<file path="src/rtl/pe_mac_stage.sv">
// pe_mac_stage: row-level multiply-accumulate stage of a processing element.
// Runs one convolution row. It drives the address generator through pipe_en
// and if_clear, multiplies ifmap and filter taps in a two-stage pipeline, and
// accumulates each window into psum_out. psum_out has a valid/ready handshake.
// Optional feature: define PE_MAC_SATURATE_EN to clamp accumulation instead of
// wrapping modulo 2^PSUM_WIDTH.
module pe_mac_stage #(
   parameter int DATA_WIDTH = 8,
   parameter int PSUM_WIDTH = 20
) (
   input  logic                         clk,
   input  logic                         rst,
   input  logic                         start,
   input  logic signed [DATA_WIDTH-1:0] if_rdata,
   input  logic signed [DATA_WIDTH-1:0] filter_rdata,
   input  logic                         offset_co,
   input  logic                         if_co,
   output logic                         pipe_en,
   output logic                         if_clear,
   output logic signed [PSUM_WIDTH-1:0] psum_out,
   output logic                         psum_valid,
   input  logic                         psum_ready,
   output logic                         busy,
   output logic                         done
);

   localparam int PW2 = 2 * DATA_WIDTH;

   localparam logic [1:0] IDLE  = 2'd0;
   localparam logic [1:0] CLEAR = 2'd1;
   localparam logic [1:0] RUN   = 2'd2;
   localparam logic [1:0] DRAIN = 2'd3;

   logic [1:0]                  state_q, state_d;
   logic signed [DATA_WIDTH-1:0] s1_if_q, s1_flt_q;
   logic                        s1_last_q, s1_vld_q;
   logic signed [PW2-1:0]       s2_prod_q;
   logic                        s2_last_q, s2_vld_q;
   logic signed [PSUM_WIDTH-1:0] acc_q, acc_d, psum_q;
   logic                        first_q, psum_vld_q;
   logic                        stall, drained, load_res;

   // A result that is not taken yet freezes the whole pipeline.
   assign stall    = psum_vld_q & ~psum_ready;
   assign pipe_en  = (state_q == RUN) & ~stall;
   assign if_clear = (state_q == CLEAR);
   assign busy     = (state_q != IDLE);
   assign drained  = ~s1_vld_q & ~s2_vld_q & ~psum_vld_q;
   assign done     = (state_q == DRAIN) & drained;
   assign load_res = s2_vld_q & s2_last_q & ~stall;

   assign psum_out   = psum_q;
   assign psum_valid = psum_vld_q;

   // Row sequencing: the row ends on the last tap of the last window, then the pipeline empties.
   always_comb begin
      state_d = state_q;
      case (state_q)
         IDLE:    if (start) state_d = CLEAR;
         CLEAR:   state_d = RUN;
         RUN:     if (pipe_en & offset_co & if_co) state_d = DRAIN;
         DRAIN:   if (drained) state_d = IDLE;
         default: state_d = IDLE;
      endcase
   end

   // Accumulator next value. The first tap of a window starts from zero.
   always_comb begin
      logic signed [PSUM_WIDTH-1:0] base;
      logic signed [PSUM_WIDTH-1:0] prod_ext;
`ifdef PE_MAC_SATURATE_EN
      logic signed [PSUM_WIDTH:0]   sum_w;
`endif
      base     = first_q ? '0 : acc_q;
      prod_ext = {{(PSUM_WIDTH-PW2){s2_prod_q[PW2-1]}}, s2_prod_q};
`ifdef PE_MAC_SATURATE_EN
      // Add with one guard bit. Clamp when the top two bits disagree.
      sum_w = {base[PSUM_WIDTH-1], base} + {prod_ext[PSUM_WIDTH-1], prod_ext};
      if (sum_w[PSUM_WIDTH] != sum_w[PSUM_WIDTH-1])
         acc_d = sum_w[PSUM_WIDTH] ? {1'b1, {(PSUM_WIDTH-1){1'b0}}}
                                   : {1'b0, {(PSUM_WIDTH-1){1'b1}}};
      else
         acc_d = sum_w[PSUM_WIDTH-1:0];
`else
      acc_d = base + prod_ext;
`endif
   end

   // FSM state register.
   always_ff @(posedge clk) begin
      if (rst) state_q <= IDLE;
      else     state_q <= state_d;
   end

   // Operand capture, product and accumulate stages. All of them hold while stalled.
   always_ff @(posedge clk) begin
      if (rst) begin
         s1_if_q   <= '0;
         s1_flt_q  <= '0;
         s1_last_q <= 1'b0;
         s1_vld_q  <= 1'b0;
         s2_prod_q <= '0;
         s2_last_q <= 1'b0;
         s2_vld_q  <= 1'b0;
         acc_q     <= '0;
         first_q   <= 1'b1;
      end else if (!stall) begin
         s1_if_q   <= if_rdata;
         s1_flt_q  <= filter_rdata;
         s1_last_q <= offset_co;
         s1_vld_q  <= pipe_en;
         s2_prod_q <= s1_if_q * s1_flt_q;
         s2_last_q <= s1_last_q;
         s2_vld_q  <= s1_vld_q;
         if (s2_vld_q) begin
            acc_q   <= acc_d;
            first_q <= s2_last_q;
         end
      end
   end

   // Result register. A new result has priority over the consumer draining the old one.
   always_ff @(posedge clk) begin
      if (rst) begin
         psum_q     <= '0;
         psum_vld_q <= 1'b0;
      end else if (load_res) begin
         psum_q     <= acc_d;
         psum_vld_q <= 1'b1;
      end else if (psum_ready) begin
         psum_vld_q <= 1'b0;
      end
   end

endmodule

</file>
<file path="config.mk">
export PLATFORM = sky130hd
export DESIGN_NAME = pe_mac_stage
export DESIGN_NICKNAME = d
export VERILOG_FILES = /design/src/rtl/pe_mac_stage.sv
export SDC_FILE = /design/constraint.sdc
export NUM_CORES = 1
export LEC_CHECK = 0
export CAP_MARGIN = 15
export CORE_UTILIZATION = 55
export CTS_CLUSTER_SIZE = 14
export DETAILED_ROUTE_END_ITERATION = 8
export PLACE_DENSITY = 0.75
export SYNTH_ARGS = -nofsm -noshare
export SYNTH_HDL_FRONTEND = slang
export SYNTH_SLANG_ARGS = --single-unit
</file>
<file path="constraint.sdc">
create_clock -name clk -period 4.9 [get_ports clk]
set_clock_uncertainty 0.05 [all_clocks]
set_input_delay 1.225 -clock clk [delete_from_list [all_inputs] [get_ports clk]]
set_output_delay 1.225 -clock clk [all_outputs]
set_load 0.005 [all_outputs]
</file>
==> run_results.csv <==
group,metric,value,unit
run_status,status,"finished with violations",
run_status,failed_checks,"design-rule violations",
clock_network,post_cts_buffers,0,
timing,slew_headroom,40.78,%
worst_setup_path,worstSetupPathType,"reg -> reg",
clock_network,clock_sinks,80,
global_route,grt_max_degree,83,
floorplanning,initial_core_util,56.75,%
floorplanning,die_area,12320,um^2
placement,hpwl,10800,um
logic_synthesis,yosysUniqueCellTypes,60,
final_layout,final_area,7397,um^2
timing,hold_violations,0,
clock_network,cts_made_buffers,9,
final_layout,nNetsFinal,955,
clock_network,htreeDepth,3,
final_layout,seq_area,1613,um^2
min_path,hp-start,"acc_q[5]$_SDFFE_PP0P_",
floorplanning,num_rows,39,
logic_synthesis,synth_area_leaders,"dfxtp_1 25%, fa_1 17%, ha_1 10%",
global_route,grt_pass1_vias,5610,
worst_setup_path,critPathArrivalTime,4.80,ns
route,drtIter0Drc,244,
worst_setup_path,worst-r2r-setup-slack,0.27,ns
final_layout,drive_gt1_share,6.634,%
route,via_per_inst,5.489,
floorplanning,dieWidth,111.0,um
logic_synthesis,syn_area_per_cell,8.262,um^2
route,wirelength,14220,um
placement,postPlaceCellArea,7102,um^2
logic_synthesis,netlist_top_cells_count,"135 x nand2_1, 99 x inv_1, 80 x a21oi_1, 80 x dfxtp_1, 56 x fa_1",
power,power.density,267.8,nW/um^2
global_route,grt_overflow,0,
timing,finalCritPeriodShare,94.56,%
worst_setup_path,r2r_cells,16,
logic_synthesis,synthArstFlopShare,0,%
worst_setup_path,r2r-end,"s2_prod_q[15]$_SDFFE_PP0N_",
final_layout,finalNonFillerCells,972,
clock_network,cts.clk_slew.worst_paths,0.06,ns
logic_synthesis,yosysMostFrequentCell,"nand2_1",
floorplanning,die_h,111.0,um
timing,fin_tns_setup,0,ns
worst_setup_path,cp-end-kind,"flop",
placement,portBuffers,46,
timing,period_needed,4.634,ns
global_route,antenna_found_initial,0,
worst_setup_path,worst-path-max-fanout,9,
timing,whs,0.4024,ns
placement,dp.cells,956,
clock_network,clkLatencyLatePin,0.35,ns
logic_synthesis,synth-seq-cells,80,
global_route,grt_usage,25.64,%
final_layout,multi_input_area,4466,um^2
floorplanning,core_area,11520,um^2
logic_synthesis,synth-warning-count,0,
worst_setup_path,startpoint_type,"flop",
run,max_cap_violations,0,
timing,tightest_slew,0.8883,ns
final_layout,n_fill_cell,1030,
timing,setup_viol,0,
logic_synthesis,synth_area,6535,um^2
logic_synthesis,syn-num-nets,922,
worst_setup_path,timing.rr.start,"s1_if_q[7]$_SDFFE_PP0N_",
route,num_vias,5335,
route,dr.pass1.iters,7,
final_layout,area_growth,13.19,%
clock_network,cts_root_buffer,"clkbuf_16",
power,leakage,0.003183,uW
min_path,hold_depth,2,
logic_synthesis,synth_edf_count,0,
route,antenna_left,0,
final_layout,antennaDiodeCount,0,
worst_setup_path,worst_ep_required_time,5.07,ns
logic_synthesis,yosysTopAreaCell,"dfxtp_1",
logic_synthesis,ys_seq_area_share,24.51,%
min_path,min_to,"acc_q[5]$_SDFFE_PP0P_",
clock_network,cts_resized,0,
power,ir_drop,0.2527,mV
timing,rsz0062_at_grt,"no",
min_path,hold_class,"reg -> reg",
clock_network,tritoncts,"yes",
clock_network,cts_buffer_depth,2,
logic_synthesis,synth_ff_type,"dfxtp_1",
logic_synthesis,synth_top_area_share,24.51,%
route,drc,2,
timing,fmax,215.8,MHz
timing,slew_violations,0,
route,wl_per_cell,14.63,um
placement,gp_congestion,0.9024,
clock_network,postCtsHoldBufs,0,
floorplanning,io_pins,47,
logic_synthesis,syn_inst,791,
global_route,grt_pass1_wl,25470,um
[report_power, final]
part | leakage (uW) | total, uW | switching (uW) | internal (uW)
Sequential | 0.000656 | 754 | 53.3 | 701
Combinational | 0.00241 | 601 | 336 | 265
Clock | 0.000119 | 626 | 281 | 345
Total | 0.00318 | 1980 | 670 | 1310
[state kept, by name, summed over array words and instances, names as in the netlist]
name,count
s1_if_q,8
s1_last_q,1
acc_q,20
s2_last_q,1
s1_flt_q,8
first_q,1
state_q,2
psum_valid,1
s1_vld_q,1
psum_out,20
s2_vld_q,1
s2_prod_q,16
[worst max-delay path by stage]
stage                             startpoint                    endpoint  slack [ns]  depth (start not counted)
finish               s1_if_q[7]$_SDFFE_PP0N_  s2_prod_q[15]$_SDFFE_PP0N_        0.27                         16
global route         s1_if_q[7]$_SDFFE_PP0N_  s2_prod_q[15]$_SDFFE_PP0N_       0.007                         16
CTS                 s1_flt_q[2]$_SDFFE_PP0N_  s2_prod_q[15]$_SDFFE_PP0N_        0.16                         16
detailed placement  s1_flt_q[2]$_SDFFE_PP0N_  s2_prod_q[15]$_SDFFE_PP0N_        0.19                         16
global placement    s1_flt_q[2]$_SDFFE_PP0N_  s2_prod_q[15]$_SDFFE_PP0N_        0.37                         16
floorplan           s1_flt_q[6]$_SDFFE_PP0N_  s2_prod_q[15]$_SDFFE_PP0N_        0.53                         17
[area by class of cell]
type	instances	area share [%]
inverters	99	5.024
flip-flops and latches	80	21.80
clock buffers	12	3.197
well taps	143	2.419
clock inverters	4	0.4229
multi-input cells	582	60.37
repair buffers	52	6.766
[cell usage in the layout, fill, tap and decap left out, drive strengths merged, types with 3 or more instances in the layout]
cell,Yosys,routed
a211o,5,5
a211oi,14,14
a21boi,3,3
a21o,4,4
a21oi,80,80
and2,44,44
and3,5,5
buf,6,7
clkbuf,24,12
clkdlybuf4s50,0,45
clkinvlp,0,3
dfxtp,80,80
fa,56,56
ha,53,53
inv,99,99
nand2,135,135
nand2b,4,4
nand3,16,16
nand4,3,3
nor2,29,29
nor2b,28,28
nor3,10,10
nor4,4,4
nor4b,5,5
o211ai,3,3
o21a,6,6
o21ai,20,20
o31ai,6,6
or4,3,3
xnor2,19,19
xor2,4,4
[per-layer routing]
metal,vias up,GRT usage (%),wire length (um)
met1,2553,32.41,6496
li1,2669,-,-
met4,0,7.580,215
met3,18,5.030,500
met5,-,0,0
met2,95,44.28,7011
[per-stage QoR]
stage	setup slack [ns]	total power, uW	util [%]
floorplan	0.5296	1197	-
global route	0.006992	2117	64.23
global placement	0.3725	1333	61.67
CTS	0.1611	1995	63.99
detailed placement	0.1877	1362	61.67
finish	0.2664	1981	64.23
[cell families (layout without fill, tap and decap cells)]
kind of cell	after synthesis	in the layout	synth area share, %
xor gates and xnor gates	23	23	3.082
AOI/OAI and AO/OA	155	155	15.30
DFF	80	80	24.51
adders and majority gates	109	109	27.30
muxes	3	3	0.4787
buffers and inverters	129	167	7.448
and+or+nand+nor	292	292	21.88
[critical path: stages, from the launching register on]
cell      delay, ns
dfxtp_1        0.38
nand2_2        0.11
inv_1          0.09
fa_2           0.64
inv_1          0.12
fa_1           0.57
inv_1          0.07
fa_1           0.54
inv_1          0.06
fa_1           0.53
inv_1          0.04
ha_1           0.35
and3_1         0.21
a311oi_2       0.37
a21oi_1        0.14
xnor2_1        0.17
a21oi_1        0.08
(Power assumes the default switching activity.)
